===== config.mk =====
export PLATFORM = sky130hd
export DESIGN_NAME = max_action_sequencer
export DESIGN_NICKNAME = d
export VERILOG_FILES = /design/src/rtl/max_action_sequencer.sv
export SDC_FILE = /design/constraint.sdc
export NUM_CORES = 1
export LEC_CHECK = 0
export BUFFER_PORTS_ARGS = -buffer_cell sky130_fd_sc_hd__buf_2
export CORE_UTILIZATION = 46
export DETAILED_ROUTE_END_ITERATION = 16
export HOLD_SLACK_MARGIN = 0.1
export PLACE_DENSITY = 0.67
export SETUP_SLACK_MARGIN = 0.1
export SYNTH_ARGS = -nofsm -noshare
export SYNTH_HDL_FRONTEND = slang
export SYNTH_SLANG_ARGS = --single-unit

===== constraint.sdc =====
create_clock -name clk -period 4.18 [get_ports clk]
set_input_delay 0.418 -clock clk [delete_from_list [all_inputs] [get_ports clk]]
set_output_delay 0.418 -clock clk [all_outputs]
set_load 0.01 [all_outputs]

===== src/rtl/max_action_sequencer.sv =====
// Max-action sequencer: scans NUM_ACT Q-table entries of one state and
// reports the largest sign-magnitude Q-value and its action index.
module max_action_sequencer #(
  parameter int NUM_ACT = 4,
  parameter int ACT_W   = 2,
  parameter int ST_W    = 8
) (
  input  logic                  clk,
  input  logic                  rst_n,
  input  logic                  start,
  input  logic [ST_W-1:0]       state_idx,
  output logic                  q_rd_en,
  output logic [ST_W+ACT_W-1:0] q_rd_addr,
  input  logic [15:0]           q_rd_data,
  output logic                  busy,
  output logic                  done,
  output logic [15:0]           max_q,
  output logic [ACT_W-1:0]      max_act
);

  typedef enum logic [1:0] {
    S_IDLE  = 2'd0,
    S_ISSUE = 2'd1,
    S_DRAIN = 2'd2,
    S_DONE  = 2'd3
  } state_e;

  state_e            state_q, state_d;
  logic [ST_W-1:0]   st_q, st_d;          // state index latched at start
  logic [ACT_W-1:0]  cnt_q, cnt_d;        // action being issued
  logic              vld_q, vld_d;        // q_rd_data carries a datum this cycle
  logic [ACT_W-1:0]  vact_q, vact_d;      // action that datum belongs to
  logic [15:0]       run_q, run_d;        // running maximum value
  logic [ACT_W-1:0]  run_act_q, run_act_d;
  logic [15:0]       max_q_q, max_q_d;    // published result
  logic [ACT_W-1:0]  max_act_q, max_act_d;
  logic [15:0]       cand_val;
  logic [ACT_W-1:0]  cand_act;

  // Strict sign-magnitude greater-than; -0 is folded onto +0 so they tie.
  function automatic logic sm_gt(input logic [15:0] a, input logic [15:0] b);
    logic neg_a;
    logic neg_b;
    logic res;
    neg_a = a[15] & (a[14:0] != 15'd0);
    neg_b = b[15] & (b[14:0] != 15'd0);
    if (neg_a != neg_b) begin
      res = neg_b;
    end else if (!neg_a) begin
      res = (a[14:0] > b[14:0]);
    end else begin
      res = (a[14:0] < b[14:0]);
    end
    return res;
  endfunction

  // Running max after folding in the current datum; action 0 always loads.
  always_comb begin
    cand_val = run_q;
    cand_act = run_act_q;
    if ((vact_q == {ACT_W{1'b0}}) || sm_gt(q_rd_data, run_q)) begin
      cand_val = q_rd_data;
      cand_act = vact_q;
    end else begin
      cand_val = run_q;
      cand_act = run_act_q;
    end
  end

  // Next-state logic of the scan FSM and its datapath.
  always_comb begin
    state_d   = state_q;
    st_d      = st_q;
    cnt_d     = cnt_q;
    vld_d     = 1'b0;
    vact_d    = vact_q;
    run_d     = run_q;
    run_act_d = run_act_q;
    max_q_d   = max_q_q;
    max_act_d = max_act_q;

    if (vld_q) begin
      run_d     = cand_val;
      run_act_d = cand_act;
    end else begin
      run_d     = run_q;
      run_act_d = run_act_q;
    end

    case (state_q)
      S_IDLE: begin
        if (start) begin
          state_d = S_ISSUE;
          st_d    = state_idx;
          cnt_d   = {ACT_W{1'b0}};
        end else begin
          state_d = S_IDLE;
        end
      end
      S_ISSUE: begin
        vld_d  = 1'b1;
        vact_d = cnt_q;
        cnt_d  = cnt_q + {{(ACT_W-1){1'b0}}, 1'b1};
        if (cnt_q == ACT_W'(NUM_ACT - 1)) begin
          state_d = S_DRAIN;
        end else begin
          state_d = S_ISSUE;
        end
      end
      S_DRAIN: begin
        // Final datum arrives now; publish the folded result on entry to DONE.
        state_d   = S_DONE;
        max_q_d   = cand_val;
        max_act_d = cand_act;
      end
      S_DONE: begin
        state_d = S_IDLE;
      end
      default: begin
        state_d = S_IDLE;
      end
    endcase
  end

  // State and datapath registers with synchronous active-low reset.
  always_ff @(posedge clk) begin
    if (!rst_n) begin
      state_q   <= S_IDLE;
      st_q      <= {ST_W{1'b0}};
      cnt_q     <= {ACT_W{1'b0}};
      vld_q     <= 1'b0;
      vact_q    <= {ACT_W{1'b0}};
      run_q     <= 16'h0000;
      run_act_q <= {ACT_W{1'b0}};
      max_q_q   <= 16'h0000;
      max_act_q <= {ACT_W{1'b0}};
    end else begin
      state_q   <= state_d;
      st_q      <= st_d;
      cnt_q     <= cnt_d;
      vld_q     <= vld_d;
      vact_q    <= vact_d;
      run_q     <= run_d;
      run_act_q <= run_act_d;
      max_q_q   <= max_q_d;
      max_act_q <= max_act_d;
    end
  end

  assign q_rd_en   = (state_q == S_ISSUE);
  assign q_rd_addr = q_rd_en ? {st_q, cnt_q} : {(ST_W+ACT_W){1'b0}};
  assign busy      = (state_q == S_ISSUE) || (state_q == S_DRAIN);
  assign done      = (state_q == S_DONE);
  assign max_q     = max_q_q;
  assign max_act   = max_act_q;

endmodule


; Word-level counts from Yosys, hierarchy flattened
; Index checks and enable logic that the tools add are counted.
[word_totals]
input_bits = 27
ff_bits = 51
word_cells = 40
[op_classes]
eq_ne = 6
bitwise_logic = 2
reduce_logical = 9
addsub = 1
muxes = 11
magnitude_cmp = 2
[ops]
columns = cell, n
row1 = 15-bit nonzero test, 2
row2 = 16-bit two-way mux, 1
row3 = 15-bit > comparator, 1
row4 = 15-bit less-than comparator, 1
row5 = 10-bit two-way mux, 1
row6 = 2-bit one-hot mux with 4 select lines, 1
row7 = "2-bit equality test, second input constant", 3
row8 = 2-bit two-way mux, 3
row9 = 2-bit zero test, 2
row10 = 1-bit two-way mux, 4
row11 = 2-bit one-hot mux with 2 select lines, 1
row12 = 2-bit AND reduction, 2
row13 = "2-bit by 1-bit adder with 2-bit output, second input constant", 1
row14 = 1-bit bitwise AND, 2
row15 = "2-bit by 1-bit equality test with 1-bit output, second input constant", 1
row16 = 1-bit logical OR, 2
row17 = "2-bit inequality test, second input constant", 1
row18 = 2-bit nonzero test, 1
row19 = 1-bit inequality test, 1

; Longest topological paths before layout
; Gate-level depths: netlist (run 1).
[depth]
word_depth = 6
mapped_depth = 11

; Worst setup path after synthesis (run 1)
; OpenSTA, ideal clock, no wires.
[synth_timing]
kind = input -> register
startpoint = in q_rd_data[12]
endpoint = reg run_q[4]
path_stages = 10
setup_slack_ns = 1.855
setup_ns = 0.135
path_buffers = 2
t_arrival_ns = 2.191
cell_sequence = ha_1 a21o_1 a21oi_2 o221ai_2 o211a_1 or2_1 buf_6 a21oi_4 buf_12 o31ai_2
[synth_between]
elab_chain_len = 6
word_cells_on_any_way = 9
[synth_lines]
columns = element, line_no
row1 = "start, declared", 14  ; input logic [15:0] q_rd_data,
row2 = "parallel branches: the longest is 3 deep, another holds 15-bit > comparator", --
row3 = 1-bit two-way mux *, 47  ; if (neg_a != neg_b) begin
row4 = 1-bit logical OR *, 61  ; if ((vact_q == {ACT_W{1'b0}}) || sm_gt(q_rd_data, run_q)) begin
row5 = 16-bit two-way mux *, 61
row6 = "end signal, assigned", 143  ; run_q <= run_d;
row7 = "end, declared", 33  ; logic [15:0] run_q, run_d;
; Every way passes the cells marked *.
; A chain may end at the register's enable or synchronous reset.

; Worst setup path in the final report (run 1)
[layout_timing]
startpoint = reg run_q[10]
endpoint = reg run_q[15]
[layout_between]
elab_chain_len = 6
word_cells_on_any_way = 9
[layout_lines]
columns = element, line_no
row1 = "parallel branches: the longest is 3 deep, another holds 15-bit > comparator", --
row2 = 1-bit two-way mux *, 47
row3 = 1-bit logical OR *, 61
row4 = 16-bit two-way mux *, 61
; Marks and branches as above.

==> results of run 1 <==
final timing paths:
path / endpoint / start
min reg2reg: st_q[0] / st_q[0]
min: st_q[7] / state_idx[7]
max reg2reg: run_q[15] / run_q[10]
max: run_q[15] / run_q[10]
power by group through the flow:
stage | clock, mW | sequential (mW) | combinational, mW
floorplan | 0 | 0.519 | 0.113
global placement | 0 | 0.525 | 0.148
detailed placement | 0 | 0.525 | 0.150
CTS | 0.287 | 0.514 | 0.150
global route | 0.307 | 0.516 | 0.168
finish | 0.282 | 0.513 | 0.150
cell usage after synthesis, drive strengths merged:
library cell and instances:
a31oi 2, and2 10, nand2 18, clkbuf 16
o311a 1, nand3 14, a32oi 1, o221ai 1
o31ai 14, nor4 7, a221oi 1, a21oi 38
o21ai 24, o211ai 2, o21a 2, inv 23
a21o 1, mux2i 17, ha 20, buf 5
nand4 20, nand2b 1, nor2 10, o211a 2
or2 3, dfxtp 51, nor3 2, nand3b 1
cell type report:
type / count / area share, %
Clock inverter: 1 / 0.162
Tap cell: 72 / 2.92
Clock buffer: 7 / 2.47
Sequential cell: 51 / 33.1
Timing Repair Buffer: 59 / 9.72
Multi-Input combinational cell: 212 / 48.9
Inverter: 23 / 2.80
stage by stage:
stage	power (mW)	cells	hold slack, ns	setup slack, ns	util, %
CTS	0.951	425	0.345	1.44	55.1
floorplan	0.632	307	0.432	1.85	-
finish	0.945	425	0.350	1.45	55.1
global placement	0.672	417	0.437	1.40	53.6
global route	0.991	425	0.351	1.28	55.1
detailed placement	0.675	417	0.445	1.30	53.6
critical path, cell delays in order, from the launching register on:
cell      delay (ns)
dfxtp_1         0.35
inv_1           0.07
ha_1            0.31
a21oi_1         0.15
o21a_1          0.16
o221ai_2        0.14
o211a_1         0.29
or2_1           0.31
a21oi_4         0.63
mux2i_1         0.24
sequential cells by signal, summed over array words and instances, names as in the netlist, named ones only:
name and cells:
state_q 1, vact_q 2, st_q 8, cnt_q 2
max_q 16, run_act_q 2, vld_q 1, run_q 16
max_act 2
logic make-up after synthesis:
| group | after synthesis | share of synthesized area, % |
|---|---|---|
| compound gates | 89 | 23.4 |
| simple gates | 86 | 16.4 |
| flops | 51 | 37.3 |
| buf+inv | 44 | 7.46 |
| fa+ha+maj | 20 | 9.15 |
| mux | 17 | 6.22 |
per-layer routing:
metal	vias to the layer above	GRT usage (%)
met4	0	7.27
met1	1097	26.2
li1	1203	-
met2	57	36.3
met3	5	4.02
met5	-	0
==> summary.md, run 1 <==
| Metric | Value |
|---|---|
| Multi-input gate area | `1510 um2` |
| Commonest non-fill, non-tap cell in the layout | `buf_2` |
| Hold crit path type | `primary input to flip-flop` |
| Post-CTS sizing | `0` |
| Die X | `79.1 um` |
| Vias in the first global route | `2285` |
| Sw frac | `28.5%` |
| Post-synthesis sequential area ratio | `37.3%` |
| Avg Inst Size Synth | `8.91 um2` |
| Post-Syn Area | `2730 um2` |
| CORE AREA | `5610 um2` |
| Die area | `6260 um2` |
| Endpoint class of the critical path | `flip-flop` |
| GR Util All Layers | `21.1%` |
| Mapped Nets | `354` |
| Final instance area | `3090 um2` |
| Setup Buffers After CTS | `0` |
| WL met1 | `2970 um` |
| Switch Pwr | `269 uW` |
| Comb power frac | `15.8%` |
| Drt pass-1 iters | `4` |
| Final Max Slew Viols | `0` |
| RD Place Congestion | `0.828` |
| Row count | `27` |
| Synth-to-layout area growth | `13.0%` |
| Measured slew at the worst slew-check pin | `1.15 ns` |
| Max-cap violations | `0` |
| Worst hold path depth | `3` |
| DRC | `0` |
| Internal power | `676 uW` |
| Commonest non-fill, non-tap cells in the layout | `57 x buf_2, 51 x dfxtp_1, 36 x a21oi_1, 23 x inv_1, 22 x o21ai_0` |
| Layout fillers | `565` |
| Pin count of the biggest net entering global routing | `39` |
| # IOs | `58` |
| Clk slew on worst S/H paths | `0.09 ns` |
| Clk pwr share | `29.8%` |
| Worst-Skew Late Latency | `0.31 ns` |
| Cts bufs inserted | `5` |
| Worst Path Max Fanout | `16` |
| Hpwl dp | `4340 um` |
| Clock root cell | `clkbuf_8` |
| Die H | `79.1 um` |
| RSZ-0062 raised after global routing | `false` |
| Crit start category | `flip-flop` |
| Rel. slew slack | `23.2%` |
| Hold_buf cts | `0` |
| CP required | `4.42 ns` |
| Layout Nets | `399` |
| PD cells | `306 nW/um2` |
| R2R depth | `9` |
| Mapped Cells | `307` |
| Final setup viols | `0` |
| Post-synth top area share | `37.3%` |
| Worst Path Arrival | `2.97 ns` |
| Clock tree buffer depth | `2` |
| Via count | `2362` |
| Grt ovf | `0` |
| Antenna violations before repair | `0` |
| Metal3 WL | `255 um` |
| First-pass GRT wire length | `10400 um` |
| ANT cells | `0` |
| Sequential fraction of design power | `54.3%` |
| Setup TNS | `0 ns` |
| Post-DR vias/cell | `5.56` |
| CTS tree | `yes` |
| Final Skew | `0.00572 ns` |
| Top Metal Used | `met4` |
| Remaining antenna violation count | `0` |
| Dominant cell type by area after synthesis | `dfxtp_1` |
| IO Port Bufs | `57` |
| Period utilisation layout | `65.2%` |
| Share of cells above drive strength 1 | `23.2%` |
| Outcome | `finished clean` |
| Wirelength per Cell | `14.5 um` |
| H-tree Lvls | `2` |
| Maximum VDD drop | `0.179 mV` |
| Synthesis-stage register bit count | `51` |
| Cell variety after synth | `39` |
| FMAX | `367 MHz` |
| Initial Util | `48.8%` |
| CTS sink cnt | `51` |
| Placed Area | `3010 um2` |
| Initial DRC Count | `106` |
| Routed WL | `6170 um` |
| Reg2Reg Setup Slack | `1.45 ns` |
| Leak | `1.40 nW` |
| Final Hold Vio Count | `0` |
| Metal2 WL | `2880 um` |
| Min Tclk post-route | `2.73 ns` |
| Worst Path Class, Setup | `flip-flop to flip-flop` |
| Synth area leaders | `dfxtp_1 37%, ha_1 9.2%, a21oi_1 6.6%` |
| FF+latch area | `1020 um2` |
| Yosys warnings | `0` |
(Power assumes the default switching activity.)
==> run 2, diff against run 1 <==
--- a/config.mk
+++ b/config.mk
@@ -5,11 +5,12 @@
 export SDC_FILE = /design/constraint.sdc
 export NUM_CORES = 1
 export LEC_CHECK = 0
+export ABC_AREA = 1
 export BUFFER_PORTS_ARGS = -buffer_cell sky130_fd_sc_hd__buf_2
 export CORE_UTILIZATION = 46
 export DETAILED_ROUTE_END_ITERATION = 16
 export HOLD_SLACK_MARGIN = 0.1
-export PLACE_DENSITY = 0.67
+export PLACE_DENSITY = 0.66
 export SETUP_SLACK_MARGIN = 0.1
 export SYNTH_ARGS = -nofsm -noshare
 export SYNTH_HDL_FRONTEND = slang
==> constraint.sdc (replaced) <==
create_clock -name clk -period 2.76 [get_ports clk]
set_input_delay 0.276 -clock clk [delete_from_list [all_inputs] [get_ports clk]]
set_output_delay 0.276 -clock clk [all_outputs]
set_load 0.01 [all_outputs]
==> summary.md, run 2 <==
| Metric | Value |
|---|---|
| IO Port Bufs | `57 (unchanged)` |
| Commonest non-fill, non-tap cells in the layout | `88 x nand2_1, 81 x inv_1, 72 x nor2_1, 57 x buf_2, 51 x dfxtp_1` |
| Grt ovf | `0 (unchanged)` |
| Period utilisation layout | `83.4% (+18 points)` |
| Dpl cells | `567 (+36%)` |
| Cell variety after synth | `27 (-31%)` |
| Final Hold Vio Count | `0 (unchanged)` |
| Gr busiest metal | `met2` |
| R2R depth | `17 (+8)` |
| Worst Min Path Start | `state_idx[0]` |
| Post-synthesis sequential area ratio | `33.6% (-3.7 points)` |
| Share of cells above drive strength 1 | `18.3% (-5.0 points)` |
| Ys async rst share | `0% (unchanged)` |
| Worst Path Max Fanout | `13 (-3)` |
| Min Tclk post-route | `2.30 ns (-0.424 ns)` |
| Initial Util | `47.8% (-0.91 points)` |
| GR Util All Layers | `20.1% (-1.0 points)` |
| Worst hold path depth | `3 (unchanged)` |
| Synthesis-stage register bit count | `51 (unchanged)` |
| CP Cell Sequence | `inv_1, ha_1, nand2_1, inv_1, nand2_1, nand2_1, a21oi_1, nand2_2, nand2_1, nand2_1, nand2_2, buf_4, inv_1, nand2_1, nand3_1, nand2_1, inv_1` |
| Worst Path Class, Setup | `flip-flop to flip-flop` |
| Clock tree buffer depth | `2 (unchanged)` |
| Hpwl dp | `4850 um (+12%)` |
| Drt pass-1 iters | `4 (unchanged)` |
| Min Hold Slack | `0.210 ns (-0.141 ns)` |
| RSZ-0062 raised after global routing | `false` |
| First-pass GRT wire length | `11500 um (+11%)` |
| Endpoint class of the critical path | `flip-flop` |
| DRC | `0 (unchanged)` |
| Final Power | `1.53 mW (+62%)` |
| Clk slew on worst S/H paths | `0.10 ns (about the same)` |
| Outcome | `finished clean` |
| Crit start category | `flip-flop` |
| Vias in the first global route | `2506 (+9.7%)` |
| # IOs | `58 (unchanged)` |
| Setup Buffers After CTS | `0 (unchanged)` |
| CTS sink cnt | `51 (unchanged)` |
| Leak | `1.87 nW (+34%)` |
| Antenna violations before repair | `0 (unchanged)` |
| Die X | `83.3 um (+5.3%)` |
| Maximum VDD drop | `0.304 mV (+71%)` |
| Final setup viols | `0 (unchanged)` |
| Slowest CP cell | `dfxtp_1` |
| FMAX | `435 MHz (+18%)` |
| CP required | `2.98 ns (-1.44 ns)` |
| Clock root cell | `clkbuf_8` |
| Non-Filler Instances | `575 (+35%)` |
| Mapped Nets | `494 (+40%)` |
| Remaining antenna violation count | `0 (unchanged)` |
| Commonest non-fill, non-tap cell in the layout | `nand2_1` |
| Most common cell in the netlist | `nand2_1` |
| CP max stage delay | `0.39 ns (-0.24 ns)` |
| Post-DR vias/cell | `4.77 (-14%)` |
| CORE AREA | `6350 um2 (+13%)` |
| Yosys warnings | `0 (unchanged)` |
| Die area | `6930 um2 (+11%)` |
| Wirelength per Cell | `11.5 um (-21%)` |
| Post-synth top area share | `33.6% (-3.7 points)` |
| Mapped Cells | `447 (+46%)` |
| Commonest cells post-synth | `88 x nand2_1, 81 x inv_1, 72 x nor2_1, 51 x dfxtp_1, 48 x nand3_1` |
| Final Skew | `0.00787 ns (+0.00216 ns)` |
| Dominant cell type by area after synthesis | `dfxtp_1` |
| Setup TNS | `0 ns (unchanged)` |
| Post-Syn Area | `3040 um2 (+11%)` |
| Rel. slew slack | `54.1% (+31 points)` |
| Post-CTS sizing | `0 (unchanged)` |
| Via count | `2742 (+16%)` |
| Worst Path Arrival | `2.52 ns (-0.45 ns)` |
| CTS tree | `yes` |
| Routed WL | `6630 um (+7.4%)` |
| Reg2Reg Setup Slack | `0.46 ns (-1.00 ns)` |
| Global-route met3 utilization | `3.18% (-0.84 points)` |
| Hold EP | `st_q[0]` |
| M1 GR Usage | `27.0% (+0.78 points)` |
| Post-synth EDFFs | `0 (unchanged)` |
| Met2 Use GR | `34.2% (-2.1 points)` |
| Crit path top cell by count | `nand2_1` |
| Hold_buf cts | `0 (unchanged)` |
| Avg Inst Size Synth | `6.80 um2 (-24%)` |
| Pin count of the biggest net entering global routing | `38 (-2.6%)` |
| Synth-to-layout area growth | `11.0%` |
| Top FF cell, synth | `dfxtp_1` |
| Final Max Slew Viols | `0 (unchanged)` |
| Hold crit path type | `primary input to flip-flop` |
| Max-cap violations | `0 (unchanged)` |
| PD cells | `455 nW/um2 (+49%)` |
| Initial DRC Count | `107 (+0.94%)` |
| Row count | `29 (+7.4%)` |
| Layout Nets | `544 (+36%)` |
| H-tree Lvls | `2 (unchanged)` |
| Cts bufs inserted | `5 (unchanged)` |
| Reg2reg start | `run_q[10]` |
| Measured slew at the worst slew-check pin | `0.688 ns (-0.464 ns)` |
| RD Place Congestion | `0.857 (+3.6%)` |
| Synth area leaders | `dfxtp_1 34%, nand2_1 11%, inv_1 10%` |
| ANT cells | `0 (unchanged)` |
| FF-to-FF End | `run_act_q[0]` |
| Worst-Skew Late Latency | `0.31 ns (about the same)` |
| Die H | `83.3 um (+5.3%)` |
==> run 2: changes by cell type in the layout (fill, tap and decap cells not counted), moves of 11 or more <==
cell	delta
mux2i_1	-17
nand3_1	+34
nor2_1	+62
a21oi_1	-11
nand2_1	+70
inv_1	+58
o21ai_0	-11
nand4_1	-15
==> run 2: critical path: cells and delay by family (launching register included) <==
kind	cells	cell delay [ns]
AND/OR/NAND/NOR	10	0.88
AO/OA/AOI/OAI	1	0.18
buffers and inverters	5	0.47
adder cells (fa/ha/maj)	1	0.30
flip-flops	1	0.39
==> run 2: worst max-delay path by stage <==
stage                             start           end  depth (start not counted)
after floorplan               run_q[14]     run_q[10]                         17
after CTS                     run_q[10]     max_q[11]                         16
after global routing          run_q[10]      max_q[2]                         16
final                         run_q[10]  run_act_q[0]                         17
after global placement    q_rd_data[14]      max_q[2]                         16
after detailed placement  q_rd_data[14]     max_q[11]                         16
==> run 2: layout make-up <==
class	count	area, um2
clock buffers	5	68.8
clock inverters	3	27.5
fillers	666	2980
inverters	83	312
multi-input cells	295	1520
flip-flops and latches	51	1020
well taps	77	96.3
repair buffers	61	328
==> run 2: per-layer routing <==
layer	vias to the layer above	routed length (um)	share of wire, %
met3	6	275	4.1
met4	0	55	0.83
met1	1196	3270	49
met5	-	0	0
li1	1482	-	-
met2	58	3030	46
==> run 2: per-stage QoR <==
stage | instance area (um2) | util [%] | setup WS, ns
4_1_cts | 3370 | 53.1 | 0.461
6_report | 3370 | 53.1 | 0.459
5_1_grt | 3370 | 53.1 | 0.251
2_1_floorplan | 3040 | - | 0.919
3_3_place_gp | 3280 | 51.6 | 0.508
3_5_place_dp | 3280 | 51.6 | 0.465
==> run 2: power by group <==
group	total [mW]	switching, mW	internal [mW]
Sequential	0.789	0.0222	0.767
Combinational	0.287	0.185	0.102
Clock	0.459	0.272	0.187
==> run 2: cell families after synthesis <==
family	share of synthesized area (%)
compound gates	6.43
fa+ha+maj	8.24
buf+inv	16.4
flops	33.6
simple gates	35.4
